===== src/rtl/bcd_disp_pkg.sv =====
// Shared constants for the BCD scan display: nibble width and active-low
// 7-segment patterns ordered {g,f,e,d,c,b,a}.
package bcd_disp_pkg;

  localparam int BCD_W = 4;

  localparam logic [6:0] SEG_0    = 7'b1000000;
  localparam logic [6:0] SEG_1    = 7'b1111001;
  localparam logic [6:0] SEG_2    = 7'b0100100;
  localparam logic [6:0] SEG_3    = 7'b0110000;
  localparam logic [6:0] SEG_4    = 7'b0011001;
  localparam logic [6:0] SEG_5    = 7'b0010010;
  localparam logic [6:0] SEG_6    = 7'b0000010;
  localparam logic [6:0] SEG_7    = 7'b1111000;
  localparam logic [6:0] SEG_8    = 7'b0000000;
  localparam logic [6:0] SEG_9    = 7'b0010000;
  localparam logic [6:0] SEG_DASH = 7'b0111111;
  localparam logic [6:0] SEG_OFF  = 7'h7F;

endpackage


===== src/rtl/bcd_to_seg7.sv =====
// Combinational BCD nibble to active-low 7-segment decoder; invalid
// nibbles (10..15) show a dash so a corrupted counter is visible.
module bcd_to_seg7
  import bcd_disp_pkg::*;
(
  input  logic [BCD_W-1:0] bcd_i,
  output logic [6:0]       seg_o
);

  always_comb begin
    seg_o = SEG_DASH;
    case (bcd_i)
      4'd0:    seg_o = SEG_0;
      4'd1:    seg_o = SEG_1;
      4'd2:    seg_o = SEG_2;
      4'd3:    seg_o = SEG_3;
      4'd4:    seg_o = SEG_4;
      4'd5:    seg_o = SEG_5;
      4'd6:    seg_o = SEG_6;
      4'd7:    seg_o = SEG_7;
      4'd8:    seg_o = SEG_8;
      4'd9:    seg_o = SEG_9;
      default: seg_o = SEG_DASH;
    endcase
  end

endmodule


===== src/rtl/bcd_seg_scan.sv =====
// Time-multiplexed common-anode display scanner with once-per-frame digit
// snapshot. Optional LEADING_ZERO_BLANK_EN blanks leading zero digits.
module bcd_seg_scan
  import bcd_disp_pkg::*;
#(
  parameter int N_DIGITS  = 4,
  parameter int SCAN_DIV  = 1000,
  parameter int BLANK_CYC = 2
) (
  input  logic                      clk,
  input  logic                      reset,
  input  logic                      en,
  input  logic [BCD_W*N_DIGITS-1:0] digits_in,
  output logic [N_DIGITS-1:0]       an_out,
  output logic [6:0]                seg_out,
  output logic                      frame_tick
);

  localparam int PRE_W = $clog2(SCAN_DIV);
  localparam int IDX_W = $clog2(N_DIGITS);
  localparam logic [PRE_W-1:0] PRE_LAST = PRE_W'(SCAN_DIV - 1);
  localparam logic [PRE_W-1:0] BLANK_L  = PRE_W'(BLANK_CYC);
  localparam logic [IDX_W-1:0] IDX_LAST = IDX_W'(N_DIGITS - 1);

  logic [PRE_W-1:0]          pre_cnt_q, pre_cnt_d;
  logic [IDX_W-1:0]          idx_q, idx_d;
  logic [BCD_W*N_DIGITS-1:0] shadow_q, shadow_d;
  logic [N_DIGITS-1:0]       an_q, an_d;
  logic [6:0]                seg_q, seg_d;
  logic                      tick_q, tick_d;

  logic [BCD_W-1:0] digit_mux;
  logic [6:0]       seg_dec;
  logic             digit_blank;
  logic             slot_end;

  always_comb begin
    digit_mux = '0;
    for (int k = 0; k < N_DIGITS; k++) begin
      if (idx_q == IDX_W'(k)) digit_mux = shadow_q[k*BCD_W +: BCD_W];
    end
  end

  bcd_to_seg7 u_dec (
    .bcd_i (digit_mux),
    .seg_o (seg_dec)
  );

`ifdef LEADING_ZERO_BLANK_EN
  // A digit is blank when it and everything above it is zero; digit 0 always shows.
  logic [N_DIGITS-1:0] lz_blank;
  always_comb begin
    logic lz_above;
    lz_above = 1'b1;
    lz_blank = '0;
    for (int k = N_DIGITS - 1; k >= 0; k--) begin
      lz_above    = lz_above && (shadow_q[k*BCD_W +: BCD_W] == '0);
      lz_blank[k] = lz_above && (k != 0);
    end
  end

  always_comb begin
    digit_blank = 1'b0;
    for (int k = 0; k < N_DIGITS; k++) begin
      if (idx_q == IDX_W'(k)) digit_blank = lz_blank[k];
    end
  end
`else
  assign digit_blank = 1'b0;
`endif

  assign slot_end = (pre_cnt_q == PRE_LAST);

  always_comb begin
    pre_cnt_d = pre_cnt_q;
    idx_d     = idx_q;
    shadow_d  = shadow_q;
    an_d      = '1;
    seg_d     = SEG_OFF;
    tick_d    = 1'b0;
    if (en) begin
      pre_cnt_d = slot_end ? '0 : pre_cnt_q + PRE_W'(1);
      if (slot_end) begin
        idx_d = (idx_q == IDX_LAST) ? '0 : idx_q + IDX_W'(1);
        if (idx_q == IDX_LAST) begin
          shadow_d = digits_in;
          tick_d   = 1'b1;
        end
      end
      // First BLANK_CYC clocks of a slot keep all anodes off to avoid ghosting.
      if (pre_cnt_q >= BLANK_L) begin
        an_d  = ~(N_DIGITS'(1) << idx_q);
        seg_d = digit_blank ? SEG_OFF : seg_dec;
      end
    end
  end

  always_ff @(posedge clk or negedge reset) begin
    if (!reset) begin
      pre_cnt_q <= '0;
      idx_q     <= '0;
      shadow_q  <= '0;
      an_q      <= '1;
      seg_q     <= SEG_OFF;
      tick_q    <= 1'b0;
    end else begin
      pre_cnt_q <= pre_cnt_d;
      idx_q     <= idx_d;
      shadow_q  <= shadow_d;
      an_q      <= an_d;
      seg_q     <= seg_d;
      tick_q    <= tick_d;
    end
  end

  assign an_out     = an_q;
  assign seg_out    = seg_q;
  assign frame_tick = tick_q;

endmodule


===== config.mk =====
export PLATFORM = sky130hd
export DESIGN_NAME = bcd_seg_scan
export DESIGN_NICKNAME = d
export VERILOG_FILES = /design/src/rtl/bcd_disp_pkg.sv /design/src/rtl/bcd_to_seg7.sv /design/src/rtl/bcd_seg_scan.sv
export SDC_FILE = /design/constraint.sdc
export NUM_CORES = 1
export LEC_CHECK = 0
export ABC_AREA = 1
export CAP_MARGIN = 30
export CORE_MARGIN = 1
export CORE_UTILIZATION = 40
export CTS_BUF_LIST = sky130_fd_sc_hd__clkbuf_8
export CTS_CLUSTER_SIZE = 25
export DETAILED_ROUTE_END_ITERATION = 10
export GPL_TIMING_DRIVEN = 0
export PLACE_DENSITY_LB_ADDON = 0.05
export SYNTH_ARGS = -nofsm -noshare
export SYNTH_HDL_FRONTEND = slang
export SYNTH_SLANG_ARGS = --single-unit

===== constraint.sdc =====
create_clock -name clk -period 1.85 [get_ports clk]
set_input_delay 0.185 -clock clk [delete_from_list [all_inputs] [get_ports clk]]
set_output_delay 0.185 -clock clk [all_outputs]
set_load 0.03 [all_outputs]

## Yosys cells after proc, flatten, opt, wreduce, memory -nomap -nowiden

Memories as Yosys holds them, arrays and structs flattened.
Index checks and enable logic that the tools add are counted.

| operators by class | value |
|---|---|
| bitwise gates (word level) | 1 |
| $lt $le $gt $ge | 1 |
| mux-type cells | 13 |
| reductions and logical operators | 3 |
| eq/ne operators | 4 |
| add/sub/neg operators | 2 |
| shift operators | 1 |

Operators with widths:

| cell | count |
|---|---|
| 4-bit 2-to-1 mux | 6 |
| 7-bit 2-to-1 mux | 2 |
| 10-bit by 1-bit adder with 10-bit output (second input constant) | 1 |
| 10-bit == test (second input constant) | 1 |
| 10-bit by 2-bit greater-or-equal comparator with 1-bit output (second input constant) | 1 |
| 10-bit 2-to-1 mux | 1 |
| 2-bit == test (second input constant) | 2 |
| 4-bit inverter | 1 |
| 1-bit by 2-bit << shifter with 4-bit output (first input constant) | 1 |
| 1-bit 2-to-1 mux | 3 |
| 3-bit AND reduction | 1 |
| 2-bit by 1-bit adder with 2-bit output (second input constant) | 1 |
| 2-bit by 1-bit == test with 1-bit output (second input constant) | 1 |
| 2-bit logical NOT | 1 |
| 2-bit 2-to-1 mux | 1 |
| 2-bit AND reduction | 1 |

| storage, ports and cells | value |
|---|---|
| memories kept | 1 |
| flip-flop bits (word level) | 40 |
| bits in read-only memories | 112 |
| logic and storage cells | 32 |
| input port bits | 19 |

Memory list:

| memory | depth | width | rd ports | clocked after Yosys merged registers in | wr ports | RTL line | source |
|---|---|---|---|---|---|---|---|
| (no name shown) | 16 | 7 | 1 | 0 | 0 | bcd_to_seg7.sv:12 | `case (bcd_i)` |

## Depth between registers and ports, before layout

An unclocked memory read counts as a cell.

| depth | value |
|---|---|
| depth in word-level cells | 8 |
| gate-level depth with buffers | 14 |

## Cells and area by module

From an unflattened synthesis, not the netlist that was laid out.

| second synthesis, totals | value |
|---|---|
| cell total of the unflattened synthesis | 303 |
| area total of the unflattened synthesis | 2228.4 µm² |

By module, submodules not included:

| module | cells an instance | area each (µm²) | instances |
|---|---|---|---|
| bcd_seg_scan | 268 | 2042.0 | 1 |
| bcd_to_seg7 | 35 | 186.4 | 1 |

## Worst setup path before layout

OpenSTA, ideal clock, no wires.

| timing path | value |
|---|---|
| path type | register to register |
| start | register idx_q[0] |
| end | register seg_q[3] (netlist: seg_out[3]) |
| stages on the path, launching flop included | 14 |
| period minus slack after synthesis | 1672 ps |
| data arrival time | 1611 ps |
| path slack | 178 ps |
| library setup time | 61 ps |
| required time | 1789 ps |
| cell sequence | dfrtp_1 -> inv_1 -> ha_1 -> inv_2 -> nand3_1 -> nand2_1 -> nand2_1 -> inv_1 -> ha_1 -> inv_1 -> nand2_1 -> nand2_1 -> nand2_1 -> nand2_1 |

| between the ends | value |
|---|---|
| cells in the longest elaborated chain, start to end | 8 |

RTL lines:

| what | RTL line | source |
|---|---|---|
| start: declaration | bcd_seg_scan.sv:26 | `logic [IDX_W-1:0] idx_q, idx_d;` |
| start signal: assignment | bcd_seg_scan.sv:108 | `idx_q <= idx_d;` |
| 2-bit logical NOT | bcd_seg_scan.sv:40 | `if (idx_q == IDX_W'(k)) digit_mux = shadow_q[k*BCD_W +: BCD_W];` |
| 4-bit 2-to-1 mux (3 in series) | bcd_seg_scan.sv:40 |  |
| 4-bit 2-to-1 mux * | bcd_seg_scan.sv:40 |  |
| memory 16 x 7 bit * | - |  |
| 7-bit 2-to-1 mux * | bcd_seg_scan.sv:91 | `if (pre_cnt_q >= BLANK_L) begin` |
| 7-bit 2-to-1 mux * | bcd_seg_scan.sv:81 | `if (en) begin` |
| via seg_d[3] | bcd_seg_scan.sv:29 | `logic [6:0] seg_q, seg_d;` |
| end signal: assignment | bcd_seg_scan.sv:111 | `seg_q <= seg_d;` |
| end: declaration | bcd_seg_scan.sv:29 |  |

The timed path passes the listed nets; every way through them passes the cells marked *.
A chain may end at the register's enable or synchronous reset.

## Worst setup path in the final report

| timing path | value |
|---|---|
| start | register pre_cnt_q[1] |
| end | register shadow_q[5] |

| between the ends | value |
|---|---|
| cells in the longest elaborated chain, start to end | 2 |

RTL lines:

| what | RTL line | source |
|---|---|---|
| start: declaration | bcd_seg_scan.sv:25 | `logic [PRE_W-1:0] pre_cnt_q, pre_cnt_d;` |
| start signal: assignment | bcd_seg_scan.sv:107 | `pre_cnt_q <= pre_cnt_d;` |
| 10-bit == test | bcd_seg_scan.sv:72 | `assign slot_end = (pre_cnt_q == PRE_LAST);` |
| 3-bit AND reduction (no source line) | - |  |
| end signal: assignment | bcd_seg_scan.sv:109 | `shadow_q <= shadow_d;` |
| end: declaration | bcd_seg_scan.sv:27 | `logic [BCD_W*N_DIGITS-1:0] shadow_q, shadow_d;` |

No other way between the ends.

==> impl_metrics.py <==
metrics = {
    "logic_synthesis": {
        "yosysUniqueCellTypes": 29,
        "yosysSeqAreaShare_pct": 51.6,
        "synth_warnings": 0,
        "synth.ff_latch_count": 40,
        "syn_inst": 237,
        "synth_area_sq_mm": 0.00197,
        "synth_area_per_cell_sq_um": 8.30,
        "synth_nets": 263,
    },
    "clocking": {
        "cts_tree": "built",
        "cts_root_buf": "clkbuf_8",
        "cts.reportedPaths.clkPinSlew_ns": 0.07,
        "cts-buffers-inserted": 5,
        "cts_buffer_depth": 2,
        "cts.htree.levels": 2,
        "cts_sinks": 40,
        "clock_latency_ns": 0.29,
    },
    "placed_design": {
        "dp_slack_ns": -0.0625,
        "gp_congestion": 0.788,
        "dpl_cell_area_sq_mm": 0.00235,
        "dpl.hpwl_microns": 2630,
        "portBuffers": 30,
        "placedCellCount": 334,
    },
    "layout": {
        "area_delta_synth_final_pct": 36.5,
        "diodes": 0,
        "layoutNonFillerInstCount": 357,
        "nets": 315,
        "drive_above_1_share_pct": 23.8,
        "fin_area_sq_mm": 0.00268,
        "finish.utilization_pct": 56.8,
        "n_fill_cell": 436,
    },
    "floorplanning": {
        "fp.dieArea_sq_mm": 0.00520,
        "ios": 31,
        "start_util_pct": 41.6,
        "die_x_microns": 72.1,
        "std_cell_rows": 25,
        "dieHeight_microns": 72.1,
        "design.core.area_sq_mm": 0.00472,
    },
    "timing": {
        "setup_viol": 0,
        "worst_slew_pin_slew_ns": 0.842,
        "timing.setup.tns_ns": 0,
        "slew_headroom_pct": 43.8,
        "setup_slack_ns": 0.124,
        "finalHoldViolations": 11,
        "slew_violations": 0,
        "clock.fmax_ghz": 0.579,
        "final.period_utilization_pct": 93.3,
        "finClkSkew_ns": 0.00899,
        "hold_ws_ns": -0.0165,
        "fin_crit_ns": 1.73,
    },
    "grt": {
        "antenna_found_initial": 0,
        "grt_overflow_total": 0,
        "track_usage_pct": 16.4,
        "grt_max_degree": 41,
        "grt_pass1_wl_microns": 6510,
        "grt_pass1_vias": 1493,
    },
    "setup_path": {
        "r2r_setup_slack_ns": 0.12,
        "worstSetupStartpointType": "flop",
        "worst-setup-path-type": "reg -> reg",
        "cp_max_fo": 6,
        "timing.rr.start": "pre_cnt_q[1]$_DFFE_PN0P_",
        "cp.required_ns": 2.07,
        "arrival_ns": 1.95,
        "r2r_cells": 10,
        "end_kind": "flop",
        "r2r_end": "shadow_q[5]$_DFFE_PN0P_",
    },
    "route": {
        "wirelength_microns": 3850,
        "drc": 0,
        "routed_via_density": 4.45,
        "wl_per_cell_microns": 10.8,
        "first_iter_violations": 83,
        "vias": 1590,
        "drtPass1Iterations": 4,
        "route.antenna.remaining_nets": 0,
    },
    "power": {
        "leakage_nw": 1.33,
        "p_per_area_mw_per_mm2": 1030,
        "peakVddDrop_v": 0.000346,
    },
    "flow_run": {
        "drv_cap": 0,
    },
    "run_status": {
        "status": "complete, but fails checks",
        "violations": "negative hold slack",
    },
    "min_path": {
        "hp-class": "in -> async",
    },
}
## worst max-delay path, stage by stage, from the launching register on
cell	delay, ns
dfrtp_1	0.40
ha_2	0.22
nand2_2	0.05
nor3_2	0.21
nand3_2	0.14
nor2_4	0.21
nand2_4	0.10
inv_6	0.09
clkbuf_16	0.14
nand2_2	0.04
o21ai_2	0.04
## flip-flops by register name, summed over array words and instances, names as in the netlist
register	flops
shadow_q	16
pre_cnt_q	10
seg_out	7
an_out	4
idx_q	2
frame_tick	1
## cell usage in the layout, fill, tap and decap left out, drive strengths merged
cell type	count
nand2	101
clkdlybuf4s50	29
dfrtp	29
inv	26
buf	19
nand3	14
nor2	14
dfstp	11
a21oi	9
o21ai	9
clkbuf	8
ha	7
nor3	5
nand4	2
xor2	2
nor4	1
a31oi	1
xnor2	1
nor3b	1
a21boi	1
## per-stage QoR
| stage | hold WS (ns) | total power [mW] |
|---|---|---|
| final | -0.0165 | 2.77 |
| after global routing | 0.0897 | 2.97 |
| after CTS | 0.0337 | 2.64 |
| after detailed placement | 0.353 | 1.98 |
| after global placement | 0.468 | 1.97 |
| after floorplan | -0.111 | 1.72 |
## how the worst max path moves through the flow
stage	startpoint	endpoint	slack, ns
global placement	reset	frame_tick$_DFF_PN0_	-0.43
finish	pre_cnt_q[1]$_DFFE_PN0P_	shadow_q[5]$_DFFE_PN0P_	0.12
detailed placement	idx_q[0]$_DFFE_PN0N_	seg_out[3]$_DFF_PN1_	-0.06
floorplan	idx_q[0]$_DFFE_PN0N_	seg_out[3]$_DFF_PN1_	0.18
global route	pre_cnt_q[1]$_DFFE_PN0P_	shadow_q[5]$_DFFE_PN0P_	-0.01
CTS	idx_q[1]$_DFFE_PN0N_	seg_out[3]$_DFF_PN1_	0.004
## layer usage
layer  GRT usage (%)  vias to the layer above  routed length [microns]
met4            6.54                        0                       70
met2            27.4                       28                     1820
met5               0                        -                        0
li1                -                      843                        -
met1            20.7                      712                     1860
met3            3.33                        7                      103
## where the power goes
group / switching [mW] / leakage [nW] / internal, mW
registers: 0.130 / 0.472 / 1.06
logic: 0.533 / 0.801 / 0.417
clock network: 0.294 / 0.0557 / 0.335
total: 0.957 / 1.33 / 1.81
## cells by family after synthesis
group	Yosys count	synth area share, %
and+or+nand+nor	138	29.9
DFF	40	51.6
buffers and inverters	29	6.68
AOI/OAI and AO/OA	20	6.04
adders and majority gates	7	4.45
xor gates and xnor gates	3	1.34
## cells in the mapped netlist
cell type	n	area, sq um
inv_1	22	82.6
nand2_4	1	11.3
a21oi_2	1	8.76
xnor2_1	1	8.76
nand3_2	1	10.0
nor2_1	13	48.8
buf_8	1	15.0
xor2_1	2	17.5
dfrtp_1	29	726
a21boi_0	1	7.51
o21ai_0	6	30.0
nor4_1	1	6.26
ha_1	7	87.6
buf_6	1	11.3
nor3_2	2	20.0
nand3_1	13	65.1
a31oi_1	1	6.26
nand2_1	98	368
dfstp_2	11	289
inv_2	2	7.51
nor2_4	1	11.3
clkinv_2	1	5.00
nor3b_1	1	7.51
nor3_1	3	15.0
nand2_2	2	12.5
buf_2	2	10.0
a21oi_1	8	40.0
nand4_1	2	12.5
o21ai_2	3	26.3
## repair_timing
| item | 4_1_cts | 5_1_grt |
|---|---|---|
| endpoints found under the hold margin | 0 | 0 |
| pin swaps | 0 | 12 |
| gates resized for setup | 8 | 23 |
| setup buffers | 0 | 14 |
| endpoints found under the setup margin | 5 | 23 |
| cloned | 0 | 2 |
| hold buffers | 0 | 0 |
## final cells by class
cell class | count | area (sq um) | area share (%)
buffer | 3 | 37.5 | 1.40
clock buffer | 7 | 96.3 | 3.59
clock inverter | 1 | 3.75 | 0.140
inverter | 25 | 104 | 3.87
multi-input combinational | 168 | 906 | 33.8
sequential | 40 | 1020 | 37.9
tap | 67 | 83.8 | 3.12
timing repair buffer | 46 | 437 | 16.3
(Power assumes the default switching activity.)
